[config.mk]
export PLATFORM = sky130hd
export DESIGN_NAME = rf_access_arbiter
export DESIGN_NICKNAME = d
export VERILOG_FILES = /design/src/rtl/rf_arb_pkg.sv /design/src/rtl/rr_arb2.sv /design/src/rtl/rf_access_arbiter.sv
export SDC_FILE = /design/constraint.sdc
export NUM_CORES = 1
export LEC_CHECK = 0
export ABC_AREA = 1
export BUFFER_PORTS_ARGS = -buffer_cell sky130_fd_sc_hd__buf_2
export CAP_MARGIN = 30
export CORE_AREA = 2 2 91 128
export CTS_CLUSTER_DIAMETER = 200
export CTS_CLUSTER_SIZE = 10
export DETAILED_ROUTE_END_ITERATION = 8
export DIE_AREA = 0 0 93 130
export GPL_ROUTABILITY_DRIVEN = 0
export PLACE_DENSITY_LB_ADDON = 0.2
export SLEW_MARGIN = 5
export SYNTH_ARGS = -nofsm -noshare
export SYNTH_HDL_FRONTEND = slang
export SYNTH_SLANG_ARGS = --single-unit
[constraint.sdc]
create_clock -name clk -period 2.24 [get_ports clk]
set_input_delay 0.224 -clock clk [delete_from_list [all_inputs] [get_ports clk]]
set_output_delay 0.224 -clock clk [all_outputs]
set_load 0.05 [all_outputs]
[src/rtl/rf_arb_pkg.sv]
// Shared encodings and defaults for the register-file access arbiter.
package rf_arb_pkg;

    localparam int unsigned DEF_DW      = 16;
    localparam int unsigned DEF_AW      = 3;
    localparam int unsigned DEF_ALU_LAT = 1;

    typedef enum logic [1:0] {
        OP_READ  = 2'b00,
        OP_WRITE = 2'b01,
        OP_RMW   = 2'b10,
        OP_NOP   = 2'b11
    } op_e;

    typedef enum logic [2:0] {
        ST_IDLE = 3'd0,
        ST_RD   = 3'd1,
        ST_WAIT = 3'd2,
        ST_WB   = 3'd3,
        ST_RSP  = 3'd4,
        ST_CLR  = 3'd5
    } state_e;

endpackage

[src/rtl/rr_arb2.sv]
// Two-way round-robin grant; the pointer flips to the loser on every accept.
module rr_arb2 (
    input  logic       clk,
    input  logic       reset,
    input  logic [1:0] valid,
    input  logic       en,
    output logic [1:0] grant
);

    logic rr;

    always_comb begin
        grant = valid;
        if (valid == 2'b11) begin
            grant = rr ? 2'b10 : 2'b01;
        end
    end

    // After granting req0 the next tie goes to req1, and vice versa.
    always_ff @(posedge clk or negedge reset) begin
        if (!reset) begin
            rr <= 1'b0;
        end else if (en && (valid != 2'b00)) begin
            rr <= grant[0];
        end
    end

endmodule

[src/rtl/rf_access_arbiter.sv]
// Sequences READ/WRITE/RMW accesses from two requesters onto an 8x16 register
// file, plus a clear sequence that zeroes every register.
module rf_access_arbiter
    import rf_arb_pkg::*;
#(
    parameter int unsigned DW      = DEF_DW,
    parameter int unsigned AW      = DEF_AW,
    parameter int unsigned ALU_LAT = DEF_ALU_LAT
) (
    input  logic            clk,
    input  logic            reset,
    input  logic [1:0]      req_valid,
    output logic [1:0]      req_ready,
    input  logic [3:0]      req_op,
    input  logic [2*AW-1:0] req_wadr,
    input  logic [2*AW-1:0] req_radr,
    input  logic [2*AW-1:0] req_sadr,
    input  logic [2*DW-1:0] req_wdata,
    output logic [1:0]      rsp_valid,
    output logic [DW-1:0]   rsp_r,
    output logic [DW-1:0]   rsp_s,
    output logic [AW-1:0]   rf_w_adr,
    output logic            rf_we,
    output logic [AW-1:0]   rf_r_adr,
    output logic [AW-1:0]   rf_s_adr,
    output logic [DW-1:0]   rf_w,
    input  logic [DW-1:0]   rf_r,
    input  logic [DW-1:0]   rf_s,
    output logic [DW-1:0]   alu_a,
    output logic [DW-1:0]   alu_b,
    input  logic [DW-1:0]   alu_y,
    input  logic            clr_req,
    output logic            clr_busy
);

    localparam int unsigned WAIT_INIT = (ALU_LAT > 1) ? ALU_LAT - 2 : 0;

    state_e          state;
    op_e             op_q;
    logic            g_q;
    logic [AW-1:0]   wadr_q;
    logic [DW-1:0]   wdata_q;
    logic [1:0]      wait_cnt;
    logic [AW-1:0]   clr_cnt;

    logic            ready_en;
    logic [1:0]      grant;
    logic            acc_g;
    op_e             acc_op;
    logic [AW-1:0]   acc_wadr;
    logic [AW-1:0]   acc_radr;
    logic [AW-1:0]   acc_sadr;
    logic [DW-1:0]   acc_wdata;

    // Accepts only in IDLE with no pending clear; reset gates it so every output reads 0.
    assign ready_en  = (state == ST_IDLE) && !clr_req && reset;
    assign req_ready = ready_en ? grant : 2'b00;

    rr_arb2 u_rr_arb2 (
        .clk   (clk),
        .reset (reset),
        .valid (req_valid),
        .en    (ready_en),
        .grant (grant)
    );

    assign acc_g     = grant[1];
    assign acc_op    = op_e'(acc_g ? req_op[3:2] : req_op[1:0]);
    assign acc_wadr  = acc_g ? req_wadr[2*AW-1:AW]  : req_wadr[AW-1:0];
    assign acc_radr  = acc_g ? req_radr[2*AW-1:AW]  : req_radr[AW-1:0];
    assign acc_sadr  = acc_g ? req_sadr[2*AW-1:AW]  : req_sadr[AW-1:0];
    assign acc_wdata = acc_g ? req_wdata[2*DW-1:DW] : req_wdata[DW-1:0];

    // ALU result is only valid in the WB cycle itself, so it cannot be pre-registered.
    assign rf_w = (state == ST_WB) ? ((op_q == OP_RMW) ? alu_y : wdata_q) : '0;

    always_ff @(posedge clk or negedge reset) begin
        if (!reset) begin
            state     <= ST_IDLE;
            op_q      <= OP_READ;
            g_q       <= 1'b0;
            wadr_q    <= '0;
            wdata_q   <= '0;
            wait_cnt  <= 2'd0;
            clr_cnt   <= '0;
            rsp_valid <= 2'b00;
            rsp_r     <= '0;
            rsp_s     <= '0;
            rf_w_adr  <= '0;
            rf_we     <= 1'b0;
            rf_r_adr  <= '0;
            rf_s_adr  <= '0;
            alu_a     <= '0;
            alu_b     <= '0;
            clr_busy  <= 1'b0;
        end else begin
            unique case (state)
                ST_IDLE: begin
                    if (clr_req) begin
                        state    <= ST_CLR;
                        rf_we    <= 1'b1;
                        rf_w_adr <= '0;
                        clr_cnt  <= '0;
                        clr_busy <= 1'b1;
                    end else if (req_ready != 2'b00) begin
                        g_q     <= acc_g;
                        op_q    <= acc_op;
                        wadr_q  <= acc_wadr;
                        wdata_q <= acc_wdata;
                        unique case (acc_op)
                            OP_READ, OP_RMW: begin
                                state    <= ST_RD;
                                rf_r_adr <= acc_radr;
                                rf_s_adr <= acc_sadr;
                            end
                            OP_WRITE: begin
                                state    <= ST_WB;
                                rf_we    <= 1'b1;
                                rf_w_adr <= acc_wadr;
                            end
                            default: begin
                                state     <= ST_RSP;
                                rsp_valid <= {acc_g, ~acc_g};
                                rsp_r     <= '0;
                                rsp_s     <= '0;
                            end
                        endcase
                    end
                end
                ST_RD: begin
                    rf_r_adr <= '0;
                    rf_s_adr <= '0;
                    if (op_q == OP_RMW) begin
                        alu_a <= rf_r;
                        alu_b <= rf_s;
                        if (ALU_LAT == 1) begin
                            state    <= ST_WB;
                            rf_we    <= 1'b1;
                            rf_w_adr <= wadr_q;
                        end else begin
                            state    <= ST_WAIT;
                            wait_cnt <= 2'(WAIT_INIT);
                        end
                    end else begin
                        state     <= ST_RSP;
                        rsp_r     <= rf_r;
                        rsp_s     <= rf_s;
                        rsp_valid <= {g_q, ~g_q};
                    end
                end
                ST_WAIT: begin
                    if (wait_cnt == 2'd0) begin
                        state    <= ST_WB;
                        rf_we    <= 1'b1;
                        rf_w_adr <= wadr_q;
                    end else begin
                        wait_cnt <= wait_cnt - 2'd1;
                    end
                end
                ST_WB: begin
                    state     <= ST_RSP;
                    rf_we     <= 1'b0;
                    rf_w_adr  <= '0;
                    rsp_r     <= rf_w;
                    rsp_s     <= '0;
                    rsp_valid <= {g_q, ~g_q};
                end
                ST_RSP: begin
                    state     <= ST_IDLE;
                    rsp_valid <= 2'b00;
                end
                ST_CLR: begin
                    if (clr_cnt == '1) begin
                        state    <= ST_IDLE;
                        rf_we    <= 1'b0;
                        rf_w_adr <= '0;
                        clr_busy <= 1'b0;
                    end else begin
                        clr_cnt  <= clr_cnt + AW'(1);
                        rf_w_adr <= clr_cnt + AW'(1);
                    end
                end
                default: state <= ST_IDLE;
            endcase
        end
    end

endmodule

==> reports/results.tsv <==
metric	value	unit
status	finished, final reports clean	
clk_skew	0.0103	ns
P_leak	3.99	nW
most common cell after layout, fill and taps aside	nand2_1	
synth-to-layout area growth	27.6	%
Tot GR Track Use	0.253	
delay-heaviest family, CP	simple AND/OR/NAND/NOR gates	
IO Pins	202	
crit-path cells	nor2_1 > nand4_1 > nor3_1 > buf_2	
later-pin clock latency in the skew report	0.35	ns
deepest clock path buffer count	2	
Final Hold Vio Count	0	
initial antenna violation count	0	
post-synth top area share	0.504	
P per Cell Area	1550	nW/um^2
Synth Net Count	807	
CTS tree	done	
Final #Nets	1005	
crit-path max cell delay	0.48	ns
CP Max Fanout	7	
Syn Inst Count	697	
core area	11100	um^2
crit end category	output port	
CTS root buffer	clkbuf_16	
# fillers	1041	
antenna fix cells	0	
minimum clock period	2.13	ns
# port buffers	201	
Via Count	5255	
grt total ovfl	0	
Slew headroom	0.599	
synthesized cell area	5360	um^2
first-pass GRT wire length	24400	um
Mapped Avg Cell Area	7.69	um^2
Clk pin slew, worst setup/hold paths	0.08	ns
vias in the first global route	5091	
Placement Rows	46	
maximum operating frequency	469	MHz
Initial Util	0.485	
# DRC	0	
Slew Viols, Final	0	
synthesis warning total	0	
Hold Crit Class	input pin to flop	
highest-count cells in the layout ignoring fill and taps	nand2_1, buf_2, dfrtp_1	
crit path max-delay cell type	dfrtp_1	
die height	130	um
die span in x	93	um
final setup vio count	0	
clk sink count	108	
Synth area leader	dfrtp_1	
Clock H-tree levels	3	
largest net degree at the start of global routing	49	
Detailed Route WL	15000	um
DIE AREA	12100	um^2
worst path bufs/invs	1	
initial DRC count	263	
post-layout power	10.6	mW
maximum VDD drop	0.000877	V
DP HPWL	11400	um
Worst EP required	2.02	ns
period utilization	0.953	
routed length per instance	14.3	um
RSZ-0062 raised after global routing	false	
remaining antenna violation count	0	
slew of the pin with the lowest slew margin	0.601	ns
Yosys reg bits	108	
Crit path arrival time	1.91	ns
R2R Setup Slk	0.28	ns
Vias/cell	5.03	
setup TNS	0	ns
CTS Buf Count	9	
CP startpoint kind	flop	
post-synthesis sequential area ratio	0.504	
Worst Path Class, Setup	flop to output port	
drt first pass iters	5	
Netlist cell types	34	
synth top area cells	dfrtp_1, nand2_1, nand3_1, o21ai_0, inv_1	
share of cells above drive strength 1	0.298	
max_cap viols	0	
report_power, final:
group	internal, mW	switching (mW)
logic	1.46	4.35
registers	2.79	0.472
clock network	0.765	0.726
synth_stat cells, drive strengths merged:
library cell / instances
ha: 3
a21oi: 4
o22ai: 3
nand4: 4
dfrtp: 108
nor3: 1
nand2: 267
nand3: 62
buf: 17
clkinv: 1
o21ai: 62
nor2: 38
inv: 76
nand3b: 1
or2: 16
clkbuf: 13
xor2: 1
a31oi: 20
flip-flops by register name (all words and copies together) (netlist names):
register / flops
state: 3
wait_cnt: 2
op_q: 2
g_q: 1
rf_w_adr: 3
wdata_q: 16
rf_s_adr: 3
rsp_valid: 2
rsp_s: 16
wadr_q: 3
rsp_r: 16
u_rr_arb2.rr: 1
alu_b: 16
clr_busy: 1
clr_cnt: 3
rf_we: 1
rf_r_adr: 3
alu_a: 16
routing by layer:
metal / GRT usage / up-vias / share of wire
met5: 0 / - / 0
met4: 0.0969 / 0 / 0.028
met3: 0.0468 / 35 / 0.066
met2: 0.421 / 218 / 0.48
met1: 0.330 / 2409 / 0.42
li1: - / 2593 / -
final cells by class:
cell class | instances | area [um^2] | share of cell area
sequential | 108 | 2700 | 0.395
clock inverter | 6 | 47.5 | 0.00695
inverter | 77 | 293 | 0.0428
clock buffer | 10 | 229 | 0.0335
multi-input combinational | 482 | 2220 | 0.324
timing repair buffer | 217 | 1170 | 0.171
tap | 144 | 180 | 0.0263
final timing paths:
path,to,from,cells past startpoint
setup reg to reg,rsp_s[7],state[1],10
setup / recovery,req_ready[0],state[1],4
hold reg to reg,rsp_r[12],rsp_r[12],2
max in group asynchronous,alu_a[15],reset,4
min in group asynchronous,rf_s_adr[0],reset,3
hold / removal,alu_b[12],rf_s[12],3
worst reg2reg max path, stage by stage (launching register included):
cell and delay, ns:
dfrtp_1 0.49, inv_2 0.08, nand2_2 0.11, nor2_4 0.05
nand2_4 0.24, nand3_4 0.14, nor2_8 0.27, nand2_2 0.10
buf_12 0.20, nand2_1 0.08, o21ai_0 0.08
cell families (layout without fill, tap and decap cells):
logic type	after synthesis	count (layout)	synth area share
DFF	108	108	0.504
buffers and inverters	107	310	0.0824
and+or+nand+nor	389	389	0.310
AOI/OAI and AO/OA	89	89	0.0948
xor gates and xnor gates	1	1	0.00163
adders and majority gates	3	3	0.00700
per-stage QoR:
step / hold WS (ns) / cell area, um^2 / util / worst slack [ns] / instances
after floorplan: -0.0716 / 5360 / - / 0.128 / 697
after global placement: 0.266 / 6530 / 0.591 / 0.366 / 1026
after detailed placement: 0.276 / 6530 / 0.591 / 0.323 / 1026
after CTS: 0.0821 / 6820 / 0.617 / 0.0850 / 1043
after global routing: 0.0984 / 6840 / 0.619 / 0.0193 / 1044
final: 0.0969 / 6840 / 0.619 / 0.106 / 1044
timing repair:
action / CTS / global route
endpoints found under the hold margin: 60 / 0
pin swaps: 0 / 0
buffers inserted: 0 / 1
gates resized for setup: 1 / 0
hold buffers: 1 / 0
endpoints found under the setup margin: 15 / 15
No activity file was read; power rests on OpenSTA's default activity.
